File: src/rtl/alu_exec_unit_pkg.sv
// Shared defaults, ALU op codes and FSM encodings for the execute-stage ALU.
package alu_exec_unit_pkg;

  localparam int unsigned DATA_WIDTH_DEF  = 32;
  localparam int unsigned SHAMT_WIDTH_DEF = 5;

  localparam logic [3:0] OP_AND = 4'b0000;
  localparam logic [3:0] OP_OR  = 4'b0001;
  localparam logic [3:0] OP_NOR = 4'b0010;
  localparam logic [3:0] OP_ADD = 4'b0011;
  localparam logic [3:0] OP_SLL = 4'b0101;
  localparam logic [3:0] OP_SRL = 4'b0110;
  localparam logic [3:0] OP_DEF = 4'b1001;

  typedef enum logic [1:0] {
    ST_IDLE  = 2'd0,
    ST_SHIFT = 2'd1,
    ST_DONE  = 2'd2
  } state_t;

endpackage

File: src/rtl/alu_iter_shifter.sv
// Iterative 1-bit-per-step shifter: working register plus down-counter.
module alu_iter_shifter #(
  parameter int unsigned DATA_WIDTH  = 32,
  parameter int unsigned SHAMT_WIDTH = 5
) (
  input  logic                   clk,
  input  logic                   reset,
  input  logic                   load,
  input  logic                   step,
  input  logic                   dir,
  input  logic [SHAMT_WIDTH-1:0] shamt,
  input  logic [DATA_WIDTH-1:0]  din,
  output logic [DATA_WIDTH-1:0]  next_c,
  output logic                   done_c
);

  logic [DATA_WIDTH-1:0]  work;
  logic [SHAMT_WIDTH-1:0] cnt;
  logic                   dir_q;

  // dir_q=1 selects a logical right shift, otherwise left; zero fill both ways
  always_comb begin
    next_c = dir_q ? (work >> 1) : (work << 1);
    done_c = (cnt == SHAMT_WIDTH'(1));
  end

  always_ff @(posedge clk) begin
    if (!reset) begin
      work  <= '0;
      cnt   <= '0;
      dir_q <= 1'b0;
    end else if (load) begin
      work  <= din;
      cnt   <= shamt;
      dir_q <= dir;
    end else if (step && (cnt != '0)) begin
      work  <= next_c;
      cnt   <= cnt - SHAMT_WIDTH'(1);
    end
  end

endmodule

File: src/rtl/alu_exec_unit.sv
// Execute-stage ALU: single-cycle logic/add ops, iterative shifts, valid/ready on both sides.
module alu_exec_unit
  import alu_exec_unit_pkg::*;
#(
  parameter int unsigned DATA_WIDTH  = DATA_WIDTH_DEF,
  parameter int unsigned SHAMT_WIDTH = SHAMT_WIDTH_DEF
) (
  input  logic                   clk,
  input  logic                   reset,
  input  logic                   in_valid,
  output logic                   in_ready,
  input  logic [3:0]             ALUOperation,
  input  logic [DATA_WIDTH-1:0]  A,
  input  logic [DATA_WIDTH-1:0]  B,
  input  logic [SHAMT_WIDTH-1:0] shamt,
  output logic                   out_valid,
  input  logic                   out_ready,
  output logic [DATA_WIDTH-1:0]  ALUResult,
  output logic                   Zero,
  output logic                   Illegal
);

  state_t                state;
  state_t                state_next;
  logic [DATA_WIDTH-1:0] result_next;
  logic [DATA_WIDTH-1:0] op_result;
  logic [DATA_WIDTH-1:0] sh_next;
  logic                  zero_next;
  logic                  illegal_next;
  logic                  op_illegal;
  logic                  is_shift;
  logic                  sh_load;
  logic                  sh_step;
  logic                  sh_dir;
  logic                  sh_done;

  // Single-cycle datapath; shifts report B so a zero shift amount finishes here
  always_comb begin
    op_result  = '0;
    op_illegal = 1'b0;
    is_shift   = 1'b0;
    sh_dir     = (ALUOperation == OP_SRL);
    case (ALUOperation)
      OP_AND:         op_result = A & B;
      OP_OR:          op_result = A | B;
      OP_NOR:         op_result = ~(A | B);
      OP_ADD:         op_result = A + B;
      OP_SLL, OP_SRL: begin
        is_shift  = 1'b1;
        op_result = B;
      end
      default:        op_illegal = 1'b1;
    endcase
  end

  alu_iter_shifter #(
    .DATA_WIDTH  (DATA_WIDTH),
    .SHAMT_WIDTH (SHAMT_WIDTH)
  ) u_shifter (
    .clk    (clk),
    .reset  (reset),
    .load   (sh_load),
    .step   (sh_step),
    .dir    (sh_dir),
    .shamt  (shamt),
    .din    (B),
    .next_c (sh_next),
    .done_c (sh_done)
  );

  // Next-state and registered-output logic
  always_comb begin
    state_next   = state;
    result_next  = ALUResult;
    illegal_next = Illegal;
    zero_next    = Zero;
    sh_load      = 1'b0;
    sh_step      = 1'b0;
    case (state)
      ST_IDLE: begin
        if (in_valid) begin
          if (is_shift && (shamt != '0)) begin
            sh_load    = 1'b1;
            state_next = ST_SHIFT;
          end else begin
            result_next  = op_result;
            illegal_next = op_illegal;
            state_next   = ST_DONE;
          end
        end
      end
      ST_SHIFT: begin
        sh_step = 1'b1;
        if (sh_done) begin
          result_next  = sh_next;
          illegal_next = 1'b0;
          state_next   = ST_DONE;
        end
      end
      ST_DONE: begin
        if (out_ready) begin
          state_next = ST_IDLE;
        end
      end
      default: state_next = ST_IDLE;
    endcase
    zero_next = (result_next == '0);
  end

  always_ff @(posedge clk) begin
    if (!reset) begin
      state     <= ST_IDLE;
      in_ready  <= 1'b1;
      out_valid <= 1'b0;
      ALUResult <= '0;
      Zero      <= 1'b1;
      Illegal   <= 1'b0;
    end else begin
      state     <= state_next;
      in_ready  <= (state_next == ST_IDLE);
      out_valid <= (state_next == ST_DONE);
      ALUResult <= result_next;
      Zero      <= zero_next;
      Illegal   <= illegal_next;
    end
  end

endmodule

File: config.mk
export PLATFORM = sky130hd
export DESIGN_NAME = alu_exec_unit
export DESIGN_NICKNAME = d
export VERILOG_FILES = /design/src/rtl/alu_exec_unit_pkg.sv /design/src/rtl/alu_iter_shifter.sv /design/src/rtl/alu_exec_unit.sv
export SDC_FILE = /design/constraint.sdc
export NUM_CORES = 1
export LEC_CHECK = 0
export BUFFER_PORTS_ARGS = -buffer_cell sky130_fd_sc_hd__buf_2
export CORE_MARGIN = 10
export CORE_UTILIZATION = 45
export DETAILED_ROUTE_END_ITERATION = 6
export GPL_TIMING_DRIVEN = 0
export PLACE_DENSITY = 0.77
export SLEW_MARGIN = 20
export SYNTH_ARGS = -nofsm -noshare
export SYNTH_HDL_FRONTEND = slang
export SYNTH_SLANG_ARGS = --single-unit
File: constraint.sdc
create_clock -name clk -period 3.75 [get_ports clk]
set_input_delay 0.75 -clock clk [delete_from_list [all_inputs] [get_ports clk]]
set_output_delay 0.75 -clock clk [all_outputs]
set_load 0.05 [all_outputs]
==> reports/results.ini, run 1 <==
[flow_run]
drv_cap = 0

[sta]
fmax_ghz = 0.268
hold_ws_ps = 543
worst_pin_slew_ps = 803
finClkSkew_ps = 11.2
slew_headroom = 0.464
setup_ws_ps = 21.9
post-route-period-util = 0.994
drv_slew = 0
fin_setup_tns_ps = 0
final.min_clock_period_ps = 3730
setup_viol = 0
hold_viol_final = 0

[power]
ir_worst_vdd_mv = 0.254
leakage_uw = 0.00367
total_power_uw = 2640
cellPowerDensity_nw_per_um2 = 303

[critical_path]
critPathLaunchType = input pin
reg2reg_slack_ps = 190
cp_cell_sequence = clkbuf_4 -> ha_4 -> inv_1 -> fa_1 -> nand2b_4 -> a211oi_4 -> nor2b_1 -> xnor2_1 -> a211o_1 -> nor4b_2 -> nand4_1 -> nor4_4 -> nand4_1 -> o31ai_1
cp_common_cell = nand4_1
cp.arrival_ps = 3980
cp_max_fo = 5
required_ps = 4010
worstSetupPathType = input pin to register
r2r_cells = 12
cp_slowest_cell = fa_1
endpoint_kind = register
cpPeakStageDelay_ps = 390

[route]
vias = 8621
ant_nets = 0
wl_per_cell_um = 21.8
drt-total-wl_mm = 29.3
viasPerCell = 6.41
drtIter0Drc = 1226
drc = 0
firstDrtPassIters = 6

[placement]
dp_worst_setup_slack_ps = -870
io_buffer_count = 111
gp_congestion = 0.990
post-dp-hpwl_mm = 21.9

[synthesis]
yosys_register_bits = 76
post-synth-top-area-cell = dfxtp_1
synth_edf_count = 0
syn_nets = 1147
yosys_warnings = 0
ys_top_cells_by_area = dfxtp_1 21%, ha_1 11%, a21oi_1 9.1%
synthArstFlopShare = 0
netlist_instances = 1003
yosys.area.top_type_share = 0.209
yosysUniqueCellTypes = 73
ys.flop_type = dfxtp_1
synth_seq_area_share = 0.209
syn_area_um2 = 7290
syn_avg_cell_area_um2 = 7.27

[floorplan]
io-pin-count = 113
core_area_um2 = 15900
die_area_um2 = 21700
die_h_um = 147
die-width_um = 147
fp-row-count = 46
initial_core_util = 0.459

[cts]
cts_buffer_depth = 2
root_buffer = clkbuf_16
holdBufCountCts = 0
tritoncts = built
cts_max_level = 3
cts.clk_slew.worst_paths_ps = 70
numCtsBuffers = 9
clock-sinks = 76
clock_latency_ps = 340

[grt]
first_global_vias = 7971
grt_pass1_wl_mm = 44.4
grt_max_degree = 14
grt_usage = 0.253
antenna_found_initial = 0
grt-ovfl-total = 0

[cells_and_area]
syn2layout_area_growth_pct = 19.4
drive_gt1_frac = 0.187
fin_nets = 1268
antennaDiodeCount = 0
fin_util = 0.548

[worst_hold_path]
min_path_cells = 2
min_path_type = register to register

[status]
outcome = finished, final reports clean

[cell usage after synthesis, types with 10 or more instances]
library cell and n:
nor2_1 152, inv_1 75, dfxtp_1 76, a211oi_1 40, xnor2_1 12, nand2b_1 11, o22ai_1 14, a211o_1 10
a31oi_1 11, a21oi_1 133, o21ai_0 30, nand3_1 16, ha_1 66, o221a_2 10, nand2_1 60, o221ai_1 20
o21a_1 11, mux2i_1 36, nand4_1 15, clkbuf_1 51
[registers in the layout (all words and copies together), names as in the netlist]
register         cells
u_shifter.dir_q      1
out_valid            1
Illegal              1
u_shifter.cnt        5
u_shifter.work      32
state                2
in_ready             1
Zero                 1
ALUResult           32
[placed cells by master, fill, tap and decap left out, types with 11 or more instances in the layout]
cell type,count
a21oi_1,127
nand2_1,60
nand3_1,16
xnor2_1,12
clkbuf_1,36
inv_1,75
ha_1,64
buf_2,118
nand4_1,15
dfxtp_1,76
mux2i_1,36
o22ai_1,14
a211oi_1,37
o21ai_0,28
nor2_1,152
o21a_1,11
o221ai_1,20
[report_power, final]
group / internal [µW] / switching, µW / leakage, µW
clock network: 516 / 374 / 0.000142
logic: 309 / 580 / 0.00291
registers: 837 / 23.2 / 0.000616
[layer usage]
layer  global-route usage  vias to the layer above  wire [µm]  part of all wire
met3               0.0679                       89       3870              0.13
met1                0.325                     4002      11500              0.39
li1                     -                     3897          -                 -
met5                    0                        -          0                 0
met2                0.401                      633      13000              0.44
met4               0.0872                        0        962             0.033
[what timing repair did]
item                                    CTS  global route
buffers inserted                          1             7
resized for setup                        20            41
pin swaps                                 7            13
endpoints found under the setup margin    6             1
[area by class of cell]
class	count	area, µm²
clock buffers	10	229
plain buffers	58	255
multi-input cells	785	5460
clock inverters	6	65.1
repair buffers	119	618
fillers	1561	7180
flip-flops and latches	76	1520
well taps	216	270
inverters	75	282
[metrics by stage]
stage | cells | cell area [µm²]
3_3_place_gp | 1330 | 8110
3_5_place_dp | 1330 | 8110
6_report | 1345 | 8700
2_1_floorplan | 1003 | 7290
5_1_grt | 1345 | 8700
4_1_cts | 1346 | 8500
[worst paths after layout]
kind,startpoint,to
worst max-delay path,B[0],Zero$_SDFF_PN1_
worst min-delay path,Illegal$_SDFFE_PN0P_,Illegal$_SDFFE_PN0P_
worst max register to register,state[0]$_SDFF_PN0_,Zero$_SDFF_PN1_
worst min register to register,Illegal$_SDFFE_PN0P_,Illegal$_SDFFE_PN0P_
[critical path: cells and delay by family]
family | cells | cell delay (ps)
simple gates | 6 | 1400
buf+inv | 2 | 210
xor+xnor | 1 | 140
compound gates | 3 | 930
fa+ha+maj | 2 | 540
[cell families (layout without fill, tap and decap cells)]
family | after synthesis | after routing | synth area share
AO/OA/AOI/OAI | 343 | 343 | 0.319
AND/OR/NAND/NOR | 315 | 315 | 0.200
buffers and inverters | 142 | 268 | 0.0764
flip-flops | 76 | 76 | 0.209
adder cells (fa/ha/maj) | 67 | 67 | 0.116
multiplexers | 41 | 41 | 0.0572
XOR/XNOR | 19 | 19 | 0.0228
No activity file was read; power rests on OpenSTA's default activity.
==> inputs of run 2 (changes only) <==
--- a/config.mk
+++ b/config.mk
@@ -6,6 +6,7 @@
 export NUM_CORES = 1
 export LEC_CHECK = 0
 export BUFFER_PORTS_ARGS = -buffer_cell sky130_fd_sc_hd__buf_2
+export CORE_ASPECT_RATIO = 0.6
 export CORE_MARGIN = 10
 export CORE_UTILIZATION = 45
 export DETAILED_ROUTE_END_ITERATION = 6
==> reports/results.ini, run 2 (synthesized netlist as in run 1, its figures left out) <==
[floorplan]
fp-row-count = 35
die_h_um = 119
die-width_um = 184
io-pin-count = 113
die_area_um2 = 21900
initial_core_util = 0.467
core_area_um2 = 15600

[sta]
final.min_clock_period_ps = 3730
worst_pin_slew_ps = 1030
post-route-period-util = 0.996
hold_viol_final = 0
finClkSkew_ps = 8.01
slew_headroom = 0.315
fmax_ghz = 0.268
drv_slew = 0
setup_viol = 0

[grt]
grt_max_degree = 17
grt_pass1_wl_mm = 48.1
first_global_vias = 8141
grt-ovfl-total = 0
grt_usage = 0.279
antenna_found_initial = 1

[cts]
numCtsBuffers = 9
cts_buffer_depth = 2
cts.clk_slew.worst_paths_ps = 70
tritoncts = built
root_buffer = clkbuf_16
clock_latency_ps = 350
cts_max_level = 3
clock-sinks = 76

[cells_and_area]
layout_commonest_cell = nor2_1
fin_nets = 1269
top_regs = ALUResult: 32 flops, u_shifter.work: 32 flops, u_shifter.cnt: 5 flops
layout.cells.non_filler = 1335
syn2layout_area_growth_pct = 18.0
layout_common_cells = 152 x nor2_1, 132 x a21oi_1, 118 x buf_2
fin_util = 0.552
drive_gt1_frac = 0.175

[route]
wl_per_cell_um = 24.0
firstDrtPassIters = 6
drc = 0
vias = 8757
drt-total-wl_mm = 32.0
drtIter0Drc = 1533
viasPerCell = 6.56
ant_nets = 0

[critical_path]
endpoint_kind = register
cp.arrival_ps = 3990
worstSetupPathType = input pin to register
required_ps = 4010
critPathBufInv = 2
cp_cell_sequence = buf_2 -> inv_1 -> ha_1 -> a21oi_1 -> nand2_1 -> o211ai_1 -> a21oi_2 -> o31ai_2 -> or3_1 -> a21oi_1 -> a2111oi_4 -> nand3_1 -> o31ai_2
cpPeakStageDelay_ps = 470
crit_family = compound AO/OA/AOI/OAI gates
cp_max_fo = 5
critPathLaunchType = input pin
cp_slowest_cell = o211ai_1

[power]
leakage_uw = 0.00362
total_power_uw = 2650
cellPowerDensity_nw_per_um2 = 308
ir_worst_vdd_mv = 0.171

[flow_run]
drv_cap = 0

[placement]
io_buffer_count = 111
gp_congestion = 1.06
post-place-cells = 1317
post-dp-hpwl_mm = 24.5

[worst_hold_path]
min_path_type = register to register

[status]
outcome = finished, final reports clean

[run 2: where the power goes]
group	switching (µW)	internal [µW]	leakage [µW]
Sequential	25.9	836	0.000616
Combinational	592	293	0.00286
Clock	436	467	0.000141
Total	1050	1600	0.00362
[run 2: repair_timing]
item / 4_1_cts / 5_1_grt
pin swaps: 2 / 9
hold buffers: 0 / 0
resized for setup: 18 / 26
hold endpoints to repair: 0 / 0
endpoints found under the setup margin: 2 / 3
setup buffers: 0 / 2
[run 2: metrics by stage]
stage	setup TNS, ps	worst slack (ps)	hold slack, ps	cell area [µm²]
2_1_floorplan	0	267	499	7290
3_3_place_gp	-2150	-860	534	8100
3_5_place_dp	-1920	-756	527	8100
4_1_cts	0	4.86	543	8460
5_1_grt	-6.59	-6.59	587	8590
6_report	0	15.5	560	8600
[run 2: final timing paths]
kind	start	endpoint	slack, ps	depth (start not counted)
min	Illegal$_SDFFE_PN0P_	Illegal$_SDFFE_PN0P_	560	2
max	B[7]	Zero$_SDFF_PN1_	20	13
max reg2reg	u_shifter.dir_q$_SDFFE_PN0P_	Zero$_SDFF_PN1_	30	9
min reg2reg	Illegal$_SDFFE_PN0P_	Illegal$_SDFFE_PN0P_	560	2
[run 2: layout make-up]
cell class | count | area [µm²]
antenna | 2 | 5.00
buffer | 65 | 279
fill | 1528 | 6990
multi-input combinational | 785 | 5400
clock buffer | 9 | 225
clock inverter | 7 | 65.1
tap | 203 | 254
sequential | 76 | 1520
timing repair buffer | 113 | 571
inverter | 75 | 282
[run 2: routing by layer]
metal / routed length [µm] / vias up / share of wire / global-route usage
li1: - / 3898 / - / -
met1: 13700 / 4015 / 0.43 / 0.402
met2: 11800 / 751 / 0.37 / 0.359
met3: 5810 / 93 / 0.18 / 0.126
met4: 707 / 0 / 0.022 / 0.0627
met5: 0 / - / 0 / 0
[run 2: worst reg2reg max path: stages (launching register included)]
cell	delay, ps
dfxtp_1	670
clkbuf_4	430
buf_2	410
buf_2	370
mux2i_1	520
o32ai_1	220
a211o_1	270
a21oi_1	230
nand4_1	220
o31ai_2	290
